$ cat src/rtl/fp_pkg.sv
// Shared definitions for the IEEE-754 arithmetic blocks: flag bit positions,
// operand classes, and helpers derived from the exponent/fraction widths.
package fp_pkg;

    localparam int FLAG_INVALID   = 3;
    localparam int FLAG_OVERFLOW  = 2;
    localparam int FLAG_UNDERFLOW = 1;
    localparam int FLAG_INEXACT   = 0;

    typedef enum logic [1:0] {
        ZERO,
        NORMAL,
        INF,
        NAN
    } fp_class_e;

    function automatic int fp_bias(input int exp_w);
        return (1 << (exp_w - 1)) - 1;
    endfunction

    // Canonical quiet NaN: sign 0, exponent all ones, only the fraction MSB set.
    function automatic logic [63:0] fp_qnan(input int exp_w, input int man_w);
        logic [63:0] word;
        word = ((64'd1 << exp_w) - 64'd1) << man_w;
        word = word | (64'd1 << (man_w - 1));
        return word;
    endfunction

endpackage

$ cat src/rtl/fp_round_pack.sv
// Normalise a raw significand product, round to nearest even, and pack an
// IEEE word; out-of-range exponents saturate to infinity or flush to zero.
module fp_round_pack
    import fp_pkg::*;
#(
    parameter int EXP_W = 8,
    parameter int MAN_W = 23
) (
    input  logic                       sign,
    input  logic signed [EXP_W+1:0]    exp_in,
    input  logic [2*MAN_W+1:0]         sig,
    output logic [EXP_W+MAN_W:0]       result,
    output logic                       overflow,
    output logic                       underflow,
    output logic                       inexact
);
    localparam int ES_W  = EXP_W + 2;
    localparam int SIG_W = 2 * MAN_W + 2;
    localparam logic signed [ES_W-1:0] EXP_ONE = ES_W'(1);
    localparam logic signed [ES_W-1:0] EXP_MAX = ES_W'((1 << EXP_W) - 1);

    logic [SIG_W-2:0]        norm_sig;
    logic signed [ES_W-1:0]  exp_norm;
    logic signed [ES_W-1:0]  exp_rnd;
    logic [MAN_W-1:0]        frac;
    logic                    guard;
    logic                    sticky;
    logic                    round_up;
    logic [MAN_W:0]          frac_rnd;

    always_comb begin
        // NOTE: every output gets a default before any branch so no latch is inferred.
        overflow  = 1'b0;
        underflow = 1'b0;

        // Product of two [1,2) significands lies in [1,4); the leading one is
        // dropped here and becomes the implicit bit.
        if (sig[SIG_W-1]) begin
            norm_sig = sig[SIG_W-2:0];
            exp_norm = exp_in + EXP_ONE;
        end else begin
            norm_sig = {sig[SIG_W-3:0], 1'b0};
            exp_norm = exp_in;
        end

        frac     = norm_sig[SIG_W-2 -: MAN_W];
        guard    = norm_sig[MAN_W];
        sticky   = |norm_sig[MAN_W-1:0];
        round_up = guard && (sticky || frac[0]);
        frac_rnd = {1'b0, frac} + {{MAN_W{1'b0}}, round_up};
        exp_rnd  = frac_rnd[MAN_W] ? exp_norm + EXP_ONE : exp_norm;
        inexact  = guard || sticky;

        result = {sign, exp_rnd[EXP_W-1:0], frac_rnd[MAN_W-1:0]};

        if (exp_rnd >= EXP_MAX) begin
            overflow = 1'b1;
            inexact  = 1'b1;
            result   = {sign, {EXP_W{1'b1}}, {MAN_W{1'b0}}};
        end else if (exp_rnd < EXP_ONE) begin
            underflow = 1'b1;
            inexact   = 1'b1;
            result    = {sign, {(EXP_W + MAN_W){1'b0}}};
        end
    end

endmodule

$ cat src/rtl/fp_mult_pipe.sv
// Three-stage back-pressurable IEEE-754 multiplier: S1 classify/exponent/product,
// S2 normalise/round, S3 special-case select into the output register.
module fp_mult_pipe
    import fp_pkg::*;
#(
    parameter int EXP_W = 8,
    parameter int MAN_W = 23
) (
    input  logic                   clk,
    input  logic                   reset,
    input  logic                   in_valid,
    output logic                   in_ready,
    input  logic [EXP_W+MAN_W:0]   in_a,
    input  logic [EXP_W+MAN_W:0]   in_b,
    output logic                   out_valid,
    input  logic                   out_ready,
    output logic [EXP_W+MAN_W:0]   out_result,
    output logic [3:0]             out_flags
);
    localparam int W     = 1 + EXP_W + MAN_W;
    localparam int ES_W  = EXP_W + 2;
    localparam int SIG_W = 2 * MAN_W + 2;
    localparam logic signed [ES_W-1:0] BIAS     = ES_W'(fp_bias(EXP_W));
    localparam logic [W-1:0]           QNAN     = W'(fp_qnan(EXP_W, MAN_W));
    localparam logic [EXP_W-1:0]       EXP_ONES = '1;

    function automatic fp_class_e classify(input logic [EXP_W-1:0] e,
                                           input logic [MAN_W-1:0] f);
        if (e == '0) return ZERO;
        if (e == EXP_ONES) return (f == '0) ? INF : NAN;
        return NORMAL;
    endfunction

    logic                    en;
    logic [SIG_W-1:0]        sig_a;
    logic [SIG_W-1:0]        sig_b;
    logic signed [ES_W-1:0]  exp_sum;

    logic                    v1;
    logic                    sign1;
    fp_class_e               cls_a1, cls_b1;
    logic signed [ES_W-1:0]  exp1;
    logic [SIG_W-1:0]        sig1;

    logic [W-1:0]            rp_result;
    logic                    rp_ovf, rp_unf, rp_inx;

    logic                    v2;
    logic                    sign2;
    fp_class_e               cls_a2, cls_b2;
    logic [W-1:0]            res2;
    logic                    ovf2, unf2, inx2;

    logic [W-1:0]            sel_result;
    logic [3:0]              sel_flags;

    // A single stall enable freezes every stage together, so nothing is dropped.
    assign en       = !out_valid || out_ready;
    assign in_ready = en;

    always_comb begin
        sig_a   = SIG_W'({1'b1, in_a[MAN_W-1:0]});
        sig_b   = SIG_W'({1'b1, in_b[MAN_W-1:0]});
        exp_sum = $signed(ES_W'(in_a[W-2 -: EXP_W]))
                + $signed(ES_W'(in_b[W-2 -: EXP_W])) - BIAS;
    end

    fp_round_pack #(
        .EXP_W (EXP_W),
        .MAN_W (MAN_W)
    ) u_round_pack (
        .sign      (sign1),
        .exp_in    (exp1),
        .sig       (sig1),
        .result    (rp_result),
        .overflow  (rp_ovf),
        .underflow (rp_unf),
        .inexact   (rp_inx)
    );

    always_comb begin
        sel_result                 = res2;
        sel_flags                  = '0;
        sel_flags[FLAG_OVERFLOW]   = ovf2;
        sel_flags[FLAG_UNDERFLOW]  = unf2;
        sel_flags[FLAG_INEXACT]    = inx2;

        if (cls_a2 == NAN || cls_b2 == NAN) begin
            sel_result = QNAN;
            sel_flags  = '0;
        end else if ((cls_a2 == ZERO && cls_b2 == INF) ||
                     (cls_a2 == INF && cls_b2 == ZERO)) begin
            sel_result              = QNAN;
            sel_flags               = '0;
            sel_flags[FLAG_INVALID] = 1'b1;
        end else if (cls_a2 == INF || cls_b2 == INF) begin
            sel_result = {sign2, EXP_ONES, {MAN_W{1'b0}}};
            sel_flags  = '0;
        end else if (cls_a2 == ZERO || cls_b2 == ZERO) begin
            sel_result = {sign2, {(W-1){1'b0}}};
            sel_flags  = '0;
        end
    end

    // NOTE: sequential state uses non-blocking assignments so every stage samples pre-edge values.
    always_ff @(posedge clk) begin
        if (reset) begin
            v1         <= 1'b0;
            v2         <= 1'b0;
            out_valid  <= 1'b0;
            out_result <= '0;
            out_flags  <= '0;
        end else if (en) begin
            v1        <= in_valid;
            v2        <= v1;
            out_valid <= v2;
            if (v2) begin
                out_result <= sel_result;
                out_flags  <= sel_flags;
            end
        end
    end

    // NOTE: inner datapath registers carry no reset; the valid bits alone decide what is live.
    always_ff @(posedge clk) begin
        if (en && in_valid) begin
            sign1  <= in_a[W-1] ^ in_b[W-1];
            cls_a1 <= classify(in_a[W-2 -: EXP_W], in_a[MAN_W-1:0]);
            cls_b1 <= classify(in_b[W-2 -: EXP_W], in_b[MAN_W-1:0]);
            exp1   <= exp_sum;
            sig1   <= sig_a * sig_b;
        end
        if (en && v1) begin
            sign2  <= sign1;
            cls_a2 <= cls_a1;
            cls_b2 <= cls_b1;
            res2   <= rp_result;
            ovf2   <= rp_ovf;
            unf2   <= rp_unf;
            inx2   <= rp_inx;
        end
    end

endmodule

$ cat config.mk
export PLATFORM = sky130hd
export DESIGN_NAME = fp_mult_pipe
export DESIGN_NICKNAME = d
export VERILOG_FILES = /design/src/rtl/fp_pkg.sv /design/src/rtl/fp_round_pack.sv /design/src/rtl/fp_mult_pipe.sv
export SDC_FILE = /design/constraint.sdc
export NUM_CORES = 2
export LEC_CHECK = 0
export ABC_AREA = 1
export BUFFER_PORTS_ARGS = -buffer_cell sky130_fd_sc_hd__buf_2
export CAP_MARGIN = 30
export CORE_MARGIN = 2
export CORE_UTILIZATION = 60
export CTS_CLUSTER_DIAMETER = 200
export DETAILED_ROUTE_END_ITERATION = 16
export PLACE_DENSITY = 0.81
export SLEW_MARGIN = 10
export SYNTH_ARGS = -nofsm -noshare
export SYNTH_HDL_FRONTEND = slang
export SYNTH_HIERARCHICAL = 1
export SYNTH_SLANG_ARGS = --single-unit
$ cat constraint.sdc
create_clock -name clk -period 8.54 [get_ports clk]
set_input_delay 0.854 -clock clk [delete_from_list [all_inputs] [get_ports clk]]
set_output_delay 0.854 -clock clk [all_outputs]
set_load 0.05 [all_outputs]
* Word level (Yosys, flattened, before mapping) *
Index checks and enable logic that the tools add are counted.
Widths: inputs -> output; s select.

operators by class
  mux-type cells = 34
  reduce and logical (&&, ||, !) cells = 22
  bitwise gates (word level) = 1
  add/subtract/negate cells = 5
  $lt $le $gt $ge = 2
  $mul = 1
  shift operators = 0
  equality and inequality tests = 6
  div/mod/pow operators = 0

operators by type and width
  cell                   count
  $mux 32                4
  $mul 24x24->48         1
  $mux 47                1
  $logic_not 23->1       2
  $mux 31                1
  $add 23x1->24          1
  $reduce_or 23->1       1
  $add 10x2->10 const B  2
  $mux 10                2
  $eq 8x8->1 const B     2
  $logic_not 8->1        2
  $mux 2                 8
  $mux 1                 14
  $ge 10x9->1 const B    1
  $lt 10x2->1 const B    1
  $sub 9x7->10 const B   1
  $add 8x8->9            1
  $eq 2x2->1 const B     4
  $mux 4                 2
  $logic_or 1x1->1       7
  $mux 3                 2
  $logic_and 1x1->1      5
  $logic_not 2->1        2
  $reduce_and 2->1       1
  3 further kinds        3

storage, ports and cells
  output and inout port bits = 38
  bits in writable memories = 0
  flip-flop bits (word level) = 142
  bits in read-only memories = 0
  latch bits = 0
  memories kept = 0
  logic and storage cells = 90

* Logic depth before layout (Yosys ltp) *
  depth in word-level cells = 8
  gate-level depth with buffers = 30
  gate-level depth less buffers = 28

* Hierarchy *
Netlist, hierarchy kept.

by module, submodules not included
  module         area each (µm²)  cells an instance  instances  sequential area each (µm²)
  fp_mult_pipe   25,391.9         3,208              1          3,873.7
  fp_round_pack  2,358.5          472                1          0.0

* Least setup slack after synthesis *
Ideal clock, no wire load.

  path kind = input to register
  start = input port in_b[3]
  end = register sig1[40] (data pin)
  path slack = 1.964 ns
  stages = 27
  arrival time = 6.323 ns
  required time = 8.288 ns
  setup time = 0.252 ns
  cells stage by stage = clkbuf_1 > clkbuf_1 > nand2_1 > fa_1 > inv_1 > fa_1 > inv_1 > fa_1 > inv_1 > fa_1 > inv_1 > fa_1 > inv_1 > fa_1 > inv_1 > fa_1 > inv_1 > ha_1 > nand2_1 > nor2_1 > nand2_1 > inv_1 > nand4_1 > nand3_1 > nand2_1 > nand3_1 > nand2_1

on the way
  cells in the longest elaborated chain, start to end = 1

ends and longest elaborated chain
  item                    RTL line             source
  start: declaration      fp_mult_pipe.sv:14   input logic [EXP_W+MAN_W:0] in_b,
  $mul 24x24->48          fp_mult_pipe.sv:131  sig1 <= sig_a * sig_b;
  end signal: assignment  fp_mult_pipe.sv:131
  end: declaration        fp_mult_pipe.sv:43   logic [SIG_W-1:0] sig1;

No other way between the ends.
A chain may end at the register's enable or synchronous reset.

* Worst setup path after layout *
  start = input port in_a[14]
  end = register sig1[39] (data pin)

on the way
  cells in the longest elaborated chain, start to end = 1

ends and longest elaborated chain
  item                RTL line             source
  start: declaration  fp_mult_pipe.sv:13   input logic [EXP_W+MAN_W:0] in_a,
  $mul 24x24->48      fp_mult_pipe.sv:131

No other way between the ends.

==> metrics.txt <==
outcome finished, final reports clean; final hold violations 0; detailed-route via count 22.31k; Diodes inserted 0; chip width between 200 and 250 um; placed cell area 0.02849 mm^2; Inserted Clock Buffers 17; drt first pass iters 6; minimum clock period 6.753 ns; WS Path Type in2reg; I/O Buffers 105; cell-by-cell trace of the critical path buf_2 > nand2_1 > fa_1 > inv_1 > fa_1 > inv_1 > fa_1 > fa_1 > inv_1 > fa_1 > fa_1 > inv_1 > fa_1 > inv_1 > ha_1 > nand2_1 > inv_1 > nand2_1 > nor2_1 > nand4_1 > nand3_1 > nand2_1 > nand3_1 > nand2_1; Area Overhead vs Synth 4.806%; Top Layer Used met4; largest net degree at the start of global routing 64; H-tree levels 4; fill count 3943; setup_tns 0 ns; CTS Hold Bufs 0; final WL 66.70 mm; Cell Area, Synth 0.02775 mm^2; initial antenna violation count 0; footprint of the multi-input gates 0.01911 mm^2; Final Skew ~0.0097 ns; # resized after CTS 0; Max Cap Viol 0; Core Box Area 0.04548 mm^2; crit-path max cell delay 0.57 ns; CP Data Arrival Time between 6 and 7 ns; met2 wire length 32.06 mm; clk sinks 142; clock-pin slew on the worst setup and hold paths around 0.060 ns; Final Slew Violations 0; share of layout cells above drive strength 1 0.05638; Tightest Pin Transition a little under 0.9 ns; Max FO, Critical Path 25; vias per cell around 5.2; CTS Root Cell clkbuf_16; Routed Antenna Nets 0; floorplan row count 78; kind of cell adding the most delay to the critical path adder cells; Synth Register Bits about 140; Worst path slowest cell fa_1; GP Congestion a little under 1; required time of the critical path 8.72 ns; wl on met1 26.36 mm; final setup vio count 0; cells after synthesis around 3.7k; CTS tree yes; relative slew slack 0.4050; HPWL reported at the end of detailed placement about 53 mm; met3 WL around 6.3 mm; vias in the first global route 22.78k; nets 4418; register area 0.003874 mm^2; WL/cell 15.55 um; Worst setup EP type register; Mean Syn Cell Area 7.541 um^2; initial core utilization 0.6102; Clock Path Buffers 2; io pins ~110; setup bufs post-CTS 0; worst hold slack about 0.42 ns; Die ar. ~0.048 mm^2; Synthesized Nets between 4k and 5k; sequential area share after synthesis 0.1396; final instance area 0.02908 mm^2; fin util 0.6395; grt total ovfl 0; initial drt markers 1581; RSZ-0062 raised after global routing no; Netlist cell types 43; Crit path buffers/inverters 7; clock latency on the worst-skew pair 0.42 ns; fmax 0.1481 GHz; fin crit share 0.7908; CP dominant cell by count fa_1; DRC Markers 0; HP Class reg2reg; chip height 219.1 um; Ys Warns 6; first-pass GRT wire length 110.8 mm; startpoint types input port; total track usage 0.2923; most common cell after layout, fill and taps aside inv_1; most frequent cells in the layout 1103 x inv_1, 1092 x nand2_1, 483 x fa_1, 191 x ha_1, 122 x nor2_1
## metrics by stage
stage	instances	worst slack (ns)
after floorplan	3680	1.964
after global placement	4256	1.496
after detailed placement	4257	1.430
after CTS	4289	1.864
after global routing	4289	1.488
final	4289	1.787
## sequential cells by signal, indices dropped and copies added, names as in the netlist, 4 cells and up
name and cells:
exp1 10, out_flags 4, out_result 32, res2 32, sig1 48
## final timing paths
kind / from / end / slack (ns) / cells past startpoint
min reg2reg: cls_a1[1]$_SDFFCE_PP0P_ / cls_a2[1]$_DFFE_PP_ / 0.42 / 0
max reg2reg: sig1[47]$_DFFE_PP_ / res2[8]$_DFFE_PP_ / 5.00 / 16
min: cls_a1[1]$_SDFFCE_PP0P_ / cls_a2[1]$_DFFE_PP_ / 0.42 / 0
max: in_a[14] / sig1[39]$_DFFE_PP_ / 1.79 / 24
## logic make-up after synthesis
kind of cell / after synthesis / synth area share
adder cells (fa/ha/maj): 674 / 0.4346
XOR/XNOR: 59 / 0.01889
AND/OR/NAND/NOR: 1424 / 0.2087
flip-flops: 142 / 0.1396
AO/OA/AOI/OAI: 134 / 0.02651
buffers and inverters: 1247 / 0.1717
## final cells by class
class / count / share of cell area
repair buffers: 110 / 0.01962
clock inverters: 14 / 0.004947
inverters: 1114 / 0.1439
clock buffers: 18 / 0.01549
flip-flops and latches: 142 / 0.1332
well taps: 600 / 0.02581
multi-input cells: 2291 / 0.6571
## per-layer routing
| layer | vias up | global-route usage |
|---|---|---|
| met5 | - | 0 |
| met4 | 0 | 0.09189 |
| met3 | 179 | 0.05475 |
| met2 | 1020 | 0.5082 |
| met1 | 10620 | 0.3698 |
| li1 | 10490 | - |
## synth_stat cells (all sizes together)
master   number  share of area
inv        1114           0.15
nand2      1106           0.15
fa          483           0.35
ha          191          0.086
nor2        156          0.025
clkbuf      113          0.015
edfxtp      103           0.11
nand3       100          0.018
a21oi        75          0.014
xor2         49          0.016
dfxtp        39          0.028
o21ai        36         0.0069
nand4        24         0.0054
buf          20         0.0057
nor4         20         0.0045
a31oi        11         0.0025
nor3         11         0.0022
xnor2        10         0.0032
o21bai        6         0.0016
nand3b        3        0.00081
o211ai        2        0.00054
o22ai         2        0.00045
a2111oi       1        0.00032
and3          1        0.00023
nand2b        1        0.00023
nor2b         1        0.00023
o21a          1        0.00027
or2           1        0.00023
Power is not shown: default switching activity piles up to over one toggle a cycle in this logic, so the estimate is an artifact.
